File: config.mk
export PLATFORM = sky130hd
export DESIGN_NAME = wb_iodecode64
export DESIGN_NICKNAME = d
export VERILOG_FILES = /design/src/rtl/wb_iodecode64.sv
export SDC_FILE = /design/constraint.sdc
export NUM_CORES = 1
export LEC_CHECK = 0
export BUFFER_PORTS_ARGS = -buffer_cell sky130_fd_sc_hd__buf_4
export CAP_MARGIN = 20
export CELL_PAD_IN_SITES_DETAIL_PLACEMENT = 1
export CELL_PAD_IN_SITES_GLOBAL_PLACEMENT = 1
export CORE_AREA = 3 3 247 249
export DETAILED_ROUTE_END_ITERATION = 8
export DIE_AREA = 0 0 250 252
export GPL_TIMING_DRIVEN = 0
export PLACE_DENSITY_LB_ADDON = 0.1
export SYNTH_ARGS = -nofsm -noshare
export SYNTH_HDL_FRONTEND = slang
export SYNTH_SLANG_ARGS = --single-unit
File: constraint.sdc
create_clock -name clk -period 2.1 [get_ports clk]
set_input_delay 0.315 -clock clk [delete_from_list [all_inputs] [get_ports clk]]
set_output_delay 0.315 -clock clk [all_outputs]
set_load 0.02 [all_outputs]
File: src/rtl/wb_iodecode64.sv
// rtl/wb_iodecode64.sv - Wishbone 64-bit I/O address decode and response stage
// Decodes one master request to a peripheral slot, pulses its select, and returns one registered response.
package fta_bus_pkg;
  typedef enum logic [2:0] {
    CLASSIC = 3'd0,
    FIXED   = 3'd1,
    INCR    = 3'd2,
    ERC     = 3'd3,
    EOB     = 3'd7
  } cti_t;

  typedef enum logic [1:0] {
    OKAY    = 2'd0,
    DECERR  = 2'd1,
    PROTERR = 2'd2,
    ERR     = 2'd3
  } err_t;

  typedef struct packed {
    logic        cyc;
    logic        stb;
    logic        we;
    cti_t        cti;
    logic [7:0]  tid;
    logic [31:0] adr;
    logic [7:0]  sel;
    logic [63:0] dat;
  } wb_cmd_request64_t;

  typedef struct packed {
    logic        ack;
    logic        rty;
    err_t        err;
    logic [3:0]  pri;
    logic [7:0]  tid;
    logic [63:0] dat;
  } wb_cmd_response64_t;
endpackage

module wb_iodecode64
  import fta_bus_pkg::*;
#(
  parameter int          NSLV = 4,
  parameter logic [31:0] BASE [NSLV] = '{32'hFEDC0000, 32'hFEDC0100, 32'hFEDC0200, 32'hFEDC0300},
  parameter logic [31:0] MASK [NSLV] = '{default: 32'hFFFFFF00},
  parameter int          TIMEOUT = 255
) (
  input  logic               clk,
  input  logic               rst,
  input  wb_cmd_request64_t  req,
  output wb_cmd_response64_t resp,
  output logic [NSLV-1:0]    cs,
  output wb_cmd_request64_t  sreq,
  input  wb_cmd_response64_t sresp [NSLV]
);

  localparam int         IW  = (NSLV > 1) ? $clog2(NSLV) : 1;
  localparam logic [7:0] TO8 = 8'(TIMEOUT);

  typedef enum logic [1:0] {IDLE, WAIT, DONE} state_t;

  state_t             state, state_d;
  logic [7:0]         cnt, cnt_d;
  logic [IW-1:0]      idx, idx_d, hit_idx;
  logic               hit;
  logic [NSLV-1:0]    cs_d;
  wb_cmd_request64_t  sreq_d;
  wb_cmd_response64_t resp_d, sel_resp;
  logic               posted;

  // Scan downward so the lowest matching slot is the one left in hit_idx.
  always_comb begin
    hit     = 1'b0;
    hit_idx = '0;
    for (int i = NSLV - 1; i >= 0; i--) begin
      if ((req.adr & MASK[i]) == BASE[i]) begin
        hit     = 1'b1;
        hit_idx = IW'(i);
      end
    end
  end

  assign sel_resp = sresp[idx];
  assign posted   = sreq.we && (sreq.cti != ERC);

  always_comb begin
    state_d = state;
    cnt_d   = cnt;
    idx_d   = idx;
    sreq_d  = sreq;
    cs_d    = '0;
    resp_d  = '0;
    case (state)
      IDLE: begin
        if (req.cyc && req.stb) begin
          if (hit) begin
            sreq_d       = req;
            idx_d        = hit_idx;
            cnt_d        = '0;
            cs_d[hit_idx] = 1'b1;
            state_d      = WAIT;
          end else begin
            resp_d.ack = 1'b1;
            resp_d.err = DECERR;
            resp_d.pri = 4'd7;
            resp_d.tid = req.tid;
            state_d    = DONE;
          end
        end
      end
      WAIT: begin
        if (posted) begin
          // Posted writes are acknowledged by the bridge while cs is still high.
          resp_d.ack = 1'b1;
          resp_d.err = OKAY;
          resp_d.pri = 4'd7;
          resp_d.tid = sreq.tid;
          state_d    = DONE;
        end else if (sel_resp.ack) begin
          resp_d     = sel_resp;
          resp_d.ack = 1'b1;
          resp_d.tid = sreq.tid;
          state_d    = DONE;
        end else if (cnt == TO8) begin
          resp_d.ack = 1'b1;
          resp_d.err = DECERR;
          resp_d.pri = 4'd7;
          resp_d.tid = sreq.tid;
          state_d    = DONE;
        end else begin
          cnt_d = cnt + 8'd1;
        end
      end
      DONE: begin
        if (!(req.cyc && req.stb)) state_d = IDLE;
      end
      default: state_d = IDLE;
    endcase
  end

  always_ff @(posedge clk) begin
    if (rst) begin
      state <= IDLE;
      cnt   <= '0;
      idx   <= '0;
      cs    <= '0;
      sreq  <= '0;
      resp  <= '0;
    end else begin
      state <= state_d;
      cnt   <= cnt_d;
      idx   <= idx_d;
      cs    <= cs_d;
      sreq  <= sreq_d;
      resp  <= resp_d;
    end
  end

endmodule

==> flow_summary.ini <==
[outcome]
status = finished, final reports clean

[worst_setup_path]
critical_path.startpoint_type = flop
critical_path_buf_inv_count = 2
critical_path.max_fanout = 6
r2r_cells = 7
slowest_stage = mux4_2
crit_path_capture_type = flop
crit-reg2reg-capture = cnt[4]$_SDFFE_PP0P_
cpLargestDelayFamily = multiplexers
ff2ff_setup_slack_ns = 0.05
crit-reg2reg-launch = idx[0]$_SDFFE_PP0P_
cp.arrival_ns = 2.55
worstPathCellList = buf_8 > mux4_2 > a21o_4 > nand2b_4 > buf_8 > or3_1 > a31oi_1
most_numerous_cell_on_the_critical_path = buf_8
critical-path-max-stage-delay_ns = 0.55
crit_type = flop to flop
critical_path_required_ns = 2.59

[clock_tree]
htreeDepth = 1
cts-buffers-inserted = 31
numClockSinks = 214
tritoncts = done
clk_path_buf_depth = 3
clock-root-buffer = clkbuf_16
clock_latency_ns = 0.58
cts.clk_slew.worst_paths_ns = 0.06

[power_and_ir_drop]
power_density_nw_per_um2 = 650
vdd.ir_drop.worst_v = 0.000524
p_leak_nw = 6.85

[finish]
layout_cells_sized_above_1_pct = 49.0
num-nets-final = 2025
instances_no_fill = 2384
post-route-cell-area_um2 = 16400
area_delta_synth_final_pct = 90.2

[timing]
worst_clock_skew_ns = 0.0172
fin_ws_ns = 0.0478
timing_worst_slew_pin_value_ns = 0.785
layout_worst_path_cycle_share_pct = 97.7
achievable-frequency_ghz = 0.487
relSlewSlack_pct = 47.7
timing.final.hold_violations = 0
final_setup_vio_count = 0
fin_crit_ns = 2.05
setup-tns-final_ns = 0
setup_repair_after_global_routing_missed_its_margin = true
slew_viol_final = 0

[synth]
netlist-cell-type-count = 44
synth_top_area_cell = dfxtp_1
avgSynthCellArea_um2 = 10.2
synth_warnings = 0
ys_ff_latch = 214
synth_seq_area_share_pct = 49.7
synth_top_area_share_pct = 49.7
synthesized_cell_area_um2 = 8620
synthesis.instances = 842
synthesis.nets = 1283
yosys-top-cells-area = dfxtp_1, mux4_2, nand2_1

[route]
route.antenna.remaining_nets = 0
wire_per_inst_um = 21.5
drt_pass1_iterations = 4
drc = 0
routed_wirelength_um = 51400
dr_total_vias = 9325
via_per_inst = 3.91
detailedRoute.firstIterationViolations = 230

[place]
io_buffers = 609
pre_cts_ws_ns = -0.850
placement.cell_area_um2 = 14200
place.detailed.instances = 2224
hpwl_after_detailed_placement_um = 42100
gp_congestion = 0.845

[run]
max_cap_violations = 0

[min_path]
timing.hold.worst.class = input pin to flop
timing.hold.worst_path_depth = 3
worst_hold_startpoint = req[0]
hold-path-endpoint = sreq[0]$_SDFFE_PP0P_

[floorplanning]
core_um2 = 58900
placementRows = 89
boundaryPins = 642
start_util_pct = 14.6
chip_height_um = 252
floorplan.die.width_um = 250
fp.dieArea_um2 = 63000

[grt]
antenna_found_initial = 3
globalRoute.totalOverflow = 0
grt_max_degree = 16
vias_in_the_first_global_route = 10371
grt_usage_pct = 15.5
grt_pass1_wl_um = 72400
-- cell usage in the layout (no fill, tap or decap), types with 3 or more instances in the layout --
master	instances
a22o_1	8
dlygate4sd3_1	93
nor4b_1	3
nand3b_1	4
buf_12	4
bufinv_16	5
clkbuf_8	6
clkinv_2	7
a21oi_1	107
nor4_1	3
clkbuf_1	32
clkbuf_2	11
buf_4	619
dfxtp_1	212
nor2b_1	70
and2_1	10
nor3_4	3
nand3_1	13
clkbuf_16	31
buf_2	9
nor2_1	33
mux4_2	72
nand4_1	3
clkbuf_4	4
nand2_1	196
a31oi_1	5
and4_1	3
-- metal layers --
| metal | part of all wire (%) | wire length [µm] | global-route usage, % | vias to the layer above |
|---|---|---|---|---|
| li1 | - | - | - | 4428 |
| met1 | 36 | 18700 | 16.4 | 4483 |
| met2 | 53 | 27200 | 29.5 | 359 |
| met3 | 8.8 | 4540 | 5.81 | 55 |
| met4 | 1.6 | 840 | 3.05 | 0 |
| met5 | 0 | 0 | 0 | - |
-- per-stage QoR --
stage | util (%) | hold WS, ns | total power [W]
final | 27.8 | 0.0376 | 0.0107
after global routing | 27.8 | 0.0179 | 0.0112
after CTS | 27.7 | 0.00737 | 0.0110
after detailed placement | 24.0 | 0.444 | 0.00503
after global placement | 24.0 | 0.440 | 0.00502
after floorplan | - | 0.392 | 0.00435
-- area by class of cell --
class                      instances  area [µm²]
antenna                            2        5.00
inverter                           2        7.51
tap                              773         967
clock inverter                    17         226
sequential                       214        4290
buffer                            60         313
multi-input combinational        563        4100
fill                            6780       42500
clock buffer                      41         863
timing repair buffer             712        5630
-- power breakdown --
part	leakage, nW	switching [W]	internal [W]
clock	0.535	0.00209	0.00349
sequential	1.72	0.00000290	0.00407
combinational	4.59	0.000282	0.000726
total	6.85	0.00238	0.00829
-- worst max-delay path by stage --
stage | start | depth (start not counted) | endpoint
floorplan | req[96] | 7 | sreq[115]$_SDFFE_PP0P_
global placement | idx[1]$_SDFFE_PP0P_ | 6 | resp[64]$_SDFF_PP0_
detailed placement | idx[1]$_SDFFE_PP0P_ | 6 | resp[50]$_SDFF_PP0_
CTS | idx[0]$_SDFFE_PP0P_ | 6 | cnt[5]$_SDFFE_PP0P_
global route | idx[0]$_SDFFE_PP0P_ | 7 | cnt[4]$_SDFFE_PP0P_
finish | idx[0]$_SDFFE_PP0P_ | 7 | cnt[4]$_SDFFE_PP0P_
-- repair_timing --
| item | CTS | global route |
|---|---|---|
| hold endpoints to repair | 103 | 0 |
| gates resized for setup | 28 | 20 |
| pin swaps | 4 | 4 |
| endpoints found under the setup margin | 209 | 145 |
| buffers inserted | 8 | 2 |
| hold buffers | 93 | 0 |
-- cells by family after synthesis --
group | count (synthesis) | synth area share, %
AND/OR/NAND/NOR | 359 | 19.9
flip-flops | 214 | 49.7
AO/OA/AOI/OAI | 130 | 8.26
multiplexers | 72 | 18.8
buffers and inverters | 65 | 3.13
XOR/XNOR | 1 | 0.102
adder cells (fa/ha/maj) | 1 | 0.145
-- synth_stat cells (all sizes together) --
cell / number
a211oi: 1
a21o: 1
a21oi: 107
a221oi: 1
a22o: 8
a31oi: 5
and2: 10
and3: 1
and3b: 1
and4: 3
buf: 16
clkbuf: 47
dfxtp: 214
ha: 1
inv: 2
mux4: 72
nand2: 196
nand2b: 3
nand3: 13
nand3b: 4
nand4: 3
nand4b: 1
nor2: 34
nor2b: 70
nor3: 5
nor4: 3
nor4b: 3
nor4bb: 2
o211ai: 1
o21a: 3
o21ai: 1
o21bai: 1
o31a: 1
or2: 2
or3: 3
or4: 1
or4b: 1
xnor2: 1
-- registers in the layout (all words and copies together) (netlist names) --
name   flops
state      2
sreq     118
idx        2
cnt        8
cs         4
resp      80
-- worst min-delay path, delay by kind of cell --
family,cells,cell delay [ns]
buffers and inverters,1,0.11
AND/OR/NAND/NOR,1,0.08
AO/OA/AOI/OAI,1,0.07
Power figures use the tool's default switching activity.
